[config.mk]
export PLATFORM = sky130hd
export DESIGN_NAME = serial_adder_mux_flat
export DESIGN_NICKNAME = d
export VERILOG_FILES = /design/src/rtl/serial_adder_mux_if.sv /design/src/rtl/serial_adder_mux.sv /design/src/flat_wrapper.sv
export SDC_FILE = /design/constraint.sdc
export NUM_CORES = 1
export LEC_CHECK = 0
export ABC_AREA = 1
export CAP_MARGIN = 25
export CORE_MARGIN = 4
export CORE_UTILIZATION = 47
export DETAILED_ROUTE_END_ITERATION = 8
export PLACE_DENSITY = 0.75
export SLEW_MARGIN = 20
export SYNTH_ARGS = -nofsm -noshare
export SYNTH_HDL_FRONTEND = slang
export SYNTH_SLANG_ARGS = --single-unit
[constraint.sdc]
create_clock -name clk -period 1.3 [get_ports clk]
set_input_delay 0.325 -clock clk [delete_from_list [all_inputs] [get_ports clk]]
set_output_delay 0.325 -clock clk [all_outputs]
set_load 0.005 [all_outputs]
[src/rtl/serial_adder_mux_if.sv]
// Operand/result bundle for serial_adder_mux. The master side requests an
// operation; the slave side (the adder) reports progress and the result.
interface serial_adder_mux_if #(
    parameter int WIDTH = 8
);
    logic             start;
    logic             mode;
    logic [WIDTH-1:0] a;
    logic [WIDTH-1:0] b;
    logic             busy;
    logic             done;
    logic [WIDTH-1:0] sum;
    logic             cout;
    logic             ovf;

    modport master (
        output start, mode, a, b,
        input  busy, done, sum, cout, ovf
    );

    modport slave (
        input  start, mode, a, b,
        output busy, done, sum, cout, ovf
    );
endinterface

[src/rtl/serial_adder_mux.sv]
// Bit-serial adder/subtractor. One bit per cycle, LSB first; the sum bit and
// the next carry are each picked by a 4:1 mux indexed by the operand bit pair.
//
// state | meaning
// ------+----------------------------------------------------------
// IDLE  | waiting for start; operands and mode captured on accept
// RUN   | one bit processed per cycle, WIDTH cycles, busy=1
// DONE  | single cycle, done=1, result registers just updated
module serial_adder_mux #(
    parameter int WIDTH = 8
) (
    input  logic              clk,
    input  logic              rst,
    serial_adder_mux_if.slave bus
);
    localparam int CW = $clog2(WIDTH);

    typedef enum logic [1:0] {
        IDLE = 2'd0,
        RUN  = 2'd1,
        DONE = 2'd2
    } state_t;

    state_t           state;
    state_t           state_nxt;
    logic [WIDTH-1:0] op_a;
    logic [WIDTH-1:0] op_b;
    logic [WIDTH-1:0] res;
    logic [CW-1:0]    cnt;
    logic             carry;
    logic             last_bit;
    logic [1:0]       sel;
    logic [3:0]       sum_data;
    logic [3:0]       carry_data;
    logic             s_bit;
    logic             c_nxt;

    assign last_bit = (cnt == CW'(WIDTH - 1));

    // Per-bit full adder realised as two 4:1 muxes selected by {a_i, b_i}.
    always_comb begin
        sel           = {op_a[0], op_b[0]};
        sum_data[0]   = carry;
        sum_data[1]   = ~carry;
        sum_data[2]   = ~carry;
        sum_data[3]   = carry;
        carry_data[0] = 1'b0;
        carry_data[1] = carry;
        carry_data[2] = carry;
        carry_data[3] = 1'b1;
        s_bit         = sum_data[sel];
        c_nxt         = carry_data[sel];
    end

    // State register.
    always_ff @(posedge clk) begin
        if (rst) begin
            state <= IDLE;
        end else begin
            state <= state_nxt;
        end
    end

    // Next-state logic; start only matters in IDLE.
    always_comb begin
        state_nxt = state;
        case (state)
            IDLE:    if (bus.start) state_nxt = RUN;
            RUN:     if (last_bit)  state_nxt = DONE;
            DONE:    state_nxt = IDLE;
            default: state_nxt = IDLE;
        endcase
    end

    // Moore status outputs decoded from the state.
    always_comb begin
        bus.busy = (state == RUN);
        bus.done = (state == DONE);
    end

    // Operand capture, serial datapath and result registers. Subtraction is
    // a + ~b + 1, so b is inverted on capture and the carry seeded with mode.
    // In the last RUN cycle the carry flop holds the carry into the MSB,
    // which is what the overflow flag compares against the carry out.
    always_ff @(posedge clk) begin
        if (rst) begin
            op_a     <= '0;
            op_b     <= '0;
            res      <= '0;
            cnt      <= '0;
            carry    <= 1'b0;
            bus.sum  <= '0;
            bus.cout <= 1'b0;
            bus.ovf  <= 1'b0;
        end else begin
            case (state)
                IDLE: begin
                    if (bus.start) begin
                        op_a  <= bus.a;
                        op_b  <= bus.mode ? ~bus.b : bus.b;
                        carry <= bus.mode;
                        cnt   <= '0;
                    end
                end
                RUN: begin
                    op_a  <= {1'b0, op_a[WIDTH-1:1]};
                    op_b  <= {1'b0, op_b[WIDTH-1:1]};
                    res   <= {s_bit, res[WIDTH-1:1]};
                    carry <= c_nxt;
                    cnt   <= cnt + CW'(1);
                    if (last_bit) begin
                        bus.sum  <= {s_bit, res[WIDTH-1:1]};
                        bus.cout <= c_nxt;
                        bus.ovf  <= carry ^ c_nxt;
                    end
                end
                default: ;
            endcase
        end
    end
endmodule

[src/flat_wrapper.sv]
// flat-port wrapper written by rule: the top's interface ports become plain ports
module serial_adder_mux_flat 
#(
    parameter int WIDTH = 8
)
  (clk, rst, bus_start, bus_mode, bus_a, bus_b, bus_busy, bus_done, bus_sum, bus_cout, bus_ovf);
  serial_adder_mux_if #(.WIDTH(WIDTH)) bus_i ();
  input  logic clk;
  input  logic rst;
  input wire logic [$bits(bus_i.start)-1:0] bus_start;
  input wire logic [$bits(bus_i.mode)-1:0] bus_mode;
  input wire logic [$bits(bus_i.a)-1:0] bus_a;
  input wire logic [$bits(bus_i.b)-1:0] bus_b;
  output wire logic [$bits(bus_i.busy)-1:0] bus_busy;
  output wire logic [$bits(bus_i.done)-1:0] bus_done;
  output wire logic [$bits(bus_i.sum)-1:0] bus_sum;
  output wire logic [$bits(bus_i.cout)-1:0] bus_cout;
  output wire logic [$bits(bus_i.ovf)-1:0] bus_ovf;
  assign bus_i.start = bus_start;
  assign bus_i.mode = bus_mode;
  assign bus_i.a = bus_a;
  assign bus_i.b = bus_b;
  assign bus_busy = bus_i.busy;
  assign bus_done = bus_i.done;
  assign bus_sum = bus_i.sum;
  assign bus_cout = bus_i.cout;
  assign bus_ovf = bus_i.ovf;
  serial_adder_mux #(.WIDTH(WIDTH)) u_core (.clk(clk), .rst(rst), .bus(bus_i));
endmodule
# == After elaboration in Yosys (flattened, before gate mapping) ==
# Index checks and enable logic that the tools add are counted.
# W data, S select, Z words.
# op_classes
n_addsub,1
n_lt_le_gt_ge,1
eq_ne,5
mux,16
n_bitwise,3
n_reduce_logical,5
# op_table
operator,count
$pmux W8 S2,2
$mux W8,3
$not A8 Y8,1
$pmux W3 S2,1
$reduce_and A2 Y1,3
$bmux W1 S2,2
$mux W2,2
$pmux W2 S2,1
$add A3 B1 Y3 const B,1
$eq A3 B3 Y1 const B,1
$lt A2 B3 Y1 const B,1
$mux W1,3
$mux W3,1
$eq A2 B1 Y1 const B,1
$eq A2 B2 Y1 const B,1
$logic_not A2 Y1,1
$ne A2 B1 Y1 const B,1
$ne A2 B2 Y1 const B,1
$pmux W1 S2,1
$reduce_bool A2 Y1,1
$not A1 Y1,1
$xor A1 B1 Y1,1
# word_totals
regBits,40
input_bits,20
out_inout_bits,12
word_cells,40

# == Depth between registers and ports, before layout ==
# depth
word_depth,4
mapped_depth,8
ltp_nobuf,8

# == Least setup slack after synthesis ==
# OpenSTA, ideal clock, no wires.
# synth_path
kind,register to register
startpoint,reg u_core.cnt[0]
endpoint,reg u_core.bus.sum[0]
setup_ns,0.116
arrival_ns,1.118
required_time_ns,1.184
slack_ns,0.066
stages_incl_launch_ff,8
path_buffers,1
synth_period_minus_slack_ns,1.234
path_cell_list,dfxtp_1 -> ha_1 -> ha_1 -> nand2_1 -> nor2_2 -> buf_4 -> o21ai_0 -> nor2_1
# synth_via
elab_chain_cells,2
# synth_lines
item,line_no,rtl
start: declaration,serial_adder_mux.sv:29,logic [CW-1:0] cnt;
start signal: assignment,serial_adder_mux.sv:110,cnt <= cnt + CW'(1);
$eq A3 B3 Y1,serial_adder_mux.sv:38,assign last_bit = (cnt == CW'(WIDTH - 1));
$reduce_and A2 Y1 (no line),n/a,
end signal: assignment,serial_adder_mux.sv:112,"bus.sum <= {s_bit, res[WIDTH-1:1]};"
end: declaration,serial_adder_mux_if.sv:23,"output busy, done, sum, cout, ovf"
# Every way passes these cells.
# A chain may end at the register's enable or synchronous reset.

# == Worst setup path in the final report ==
# layout_path
startpoint,reg u_core.cnt[0]
endpoint,reg u_core.bus.sum[1]
# Same word-level chain as after synthesis.

==> flow_summary.yaml <==
setup_path:
  setup.worst_path.start_class: "flop"
  cp.buffers_inverters: 1
  critPathCaptureType: "flop"
  criticalPathCategory: "reg2reg"
  slowest_stage: "dfxtp_4"
  reg2regPathDepth: 7
  cpMostUsedCell: "ha_4"
  reg2reg_from: "u_core.cnt[0]"
  slowest_delay_ns: 0.36
  worstPathCellList: "ha_4 > ha_4 > nand2_4 > nor2_4 > buf_4 > o21ai_0 > nor2_1"
  required_ns: 1.49
  reg2reg_to: "u_core.bus.sum[1]"
  path_max_fanout: 7
  rrSetupSlack_ns: 0.05
  cpLargestDelayFamily: "flip-flops"
  worstPathArrival_ns: 1.44
routing:
  drt-wirelength-per-cell_um: 11.60
  drtIter0Drc: 113
  vias: 1773
  viasPerCell: 4.753
  drc: 0
  ant_nets: 0
  dr.pass1.iters: 4
  routed_wl_um: 4326
timing:
  clock.fmax_mhz: 798.0
  setup_violations: 0
  hold_viol: 0
  drv_slew: 0
  finalClockSkew_ns: 0.005944
  rsz0062_at_grt: "true"
  finalCritPeriodShare_pct: 96.40
  whs_ns: 0.4657
  tns_ns: 0
  slew_headroom_pct: 81.79
  layout_setup_ws_ns: 0.04686
  finalCriticalPeriod_ns: 1.253
  worstMarginPinSlew_ns: 0.2731
finish:
  drive_gt1_share_pct: 19.69
  fill_cells: 329
  final_nets: 348
  area_delta_synth_final_pct: 36.48
  layout_common_cells: "nand2_1 (68), nor2_1 (59), dfxtp_1 (33), nand3_1 (26), inv_1 (24)"
  final_common_cell: "nand2_1"
  antennaDiodeCount: 0
  postLayoutCoreUtil_pct: 68.02
  final_cell_count_no_fill: 373
  final_area_mm2: 0.002565
power_and_ir_drop:
  peakVddDrop_uv: 924.9
  leakage_nw: 1.262
  p_total_mw: 2.888
  power_density_mw_per_mm2: 1126
clocking:
  cts_buffers: 5
  cts.sinks: 39
  cts_hold_buf: 0
  clk_pin_slew_worst_paths_ns: 0.08
  clockRootBuffer: "clkbuf_8"
  clock_latency_ns: 0.29
  cts_max_level: 2
  cts_tree: "yes"
  clockBufferDepth: 2
synth:
  ys_ff_latch: 39
  ys_warn_count: 0
  syn_area_mm2: 0.001879
  syn_nets: 297
  syn_area_per_cell_um2: 6.884
  ys_seq_area_share_pct: 41.54
  synthTopCellsByArea: "dfxtp_1 (42%), nand2_1 (14%), nor2_1 (12%)"
  yosysTopAreaCell: "dfxtp_1"
  synthCells: 273
  synth_ff_type: "dfxtp_1"
  synth_edf_count: 0
  synth_cell_types: 24
  async_flop_share_pct: 0
  yosysTopAreaCellShare_pct: 41.54
floorplanning:
  die_x_um: 71.24
  core-area_mm2: 0.003771
  start_util_pct: 49.83
  die-area_mm2: 0.005074
  die_h_um: 71.24
  num_io_pins: 32
  core.rowCount: 22
placement:
  gp_congestion: 0.7792
  postPlaceCellArea_mm2: 0.002357
  port_buffers: 31
  place_hpwl_um: 2941
  pre_cts_ws_ns: -0.1895
  place_inst: 364
min_path:
  min_from: "u_core.cnt[0]"
  hold_end: "u_core.cnt[0]"
  min_path_cells: 1
  hp-class: "reg2reg"
outcome:
  outcome: "completed"
global_route:
  grt_pass1_vias: 1590
  grt_max_degree: 27
  overflow: 0
  antenna_found_initial: 0
  grt_first_pass_wirelength_um: 7058
  track_usage_pct: 17.43
job:
  maxCapViolCount: 0
-- final cells by class --
cell class	count	area [um2]	area share (%)
clock buffers	5	68.82	2.683
clock inverters	3	67.56	2.634
inverters	27	103.9	4.049
multi-input cells	195	965.9	37.66
flip-flops and latches	39	790.8	30.83
well taps	48	60.06	2.341
repair buffers	56	508.0	19.80
-- worst max-delay path by stage --
stage,from,to,slack [ns],cells past startpoint
3_3_place_gp,bus_start,u_core.op_b[5],-0.20,6
3_5_place_dp,bus_start,u_core.op_b[5],-0.19,6
4_1_cts,u_core.state[0],bus_done,-0.01,3
2_1_floorplan,u_core.cnt[0],u_core.bus.sum[0],0.07,7
5_1_grt,u_core.cnt[0],u_core.bus.ovf,-0.02,9
6_report,u_core.cnt[0],u_core.bus.sum[1],0.05,7
-- cells in the mapped netlist, types with 2 or more instances --
master	number
a21oi_1	5
a21oi_2	2
buf_2	4
buf_6	3
clkbuf_1	2
dfxtp_1	39
ha_1	4
inv_1	24
inv_2	3
nand2_1	70
nand3_1	26
nand3_2	5
nor2_1	61
nor2_2	2
o21ai_0	14
-- worst reg2reg max path, cell delays in order (launching register included) --
cell     delay (ns)
dfxtp_4        0.36
ha_4           0.16
ha_4           0.15
nand2_4        0.07
nor2_4         0.05
buf_4          0.15
o21ai_0        0.15
nor2_1         0.05
-- registers in the layout, summed over array words and instances, names as in the netlist --
name             flops
u_core.bus.sum       8
u_core.state         2
u_core.bus.cout      1
u_core.op_b          8
u_core.res           7
u_core.cnt           3
u_core.op_a          8
u_core.carry         1
u_core.bus.ovf       1
-- power by group --
part | switching, mW | leakage, nW | internal (mW) | total (mW)
sequential | 0.0404 | 0.321 | 1.25 | 1.29
combinational | 0.207 | 0.876 | 0.196 | 0.403
clock | 0.429 | 0.0644 | 0.765 | 1.19
-- layer usage --
metal	global-route usage, %	wire [um]	up-vias	part of all wire [%]
met5	0	0	-	0
li1	-	-	942	-
met4	6.472	74	0	1.7
met3	4.769	161	6	3.7
met1	21.93	2012	798	47
met2	28.47	2077	27	48
-- cells by family after synthesis --
logic type	count (synthesis)	synth area share, %
buffers and inverters	39	10.59
DFF	39	41.54
xor gates and xnor gates	2	0.9323
adders and majority gates	4	2.663
AOI/OAI and AO/OA	21	5.992
and+or+nand+nor	168	38.28
-- what timing repair did --
action                     4_1_cts  5_1_grt
pin swaps                        1        6
buffers inserted                 1        1
setup endpoints to repair       17       18
resized for setup               27       18
(Power assumes the default switching activity.)
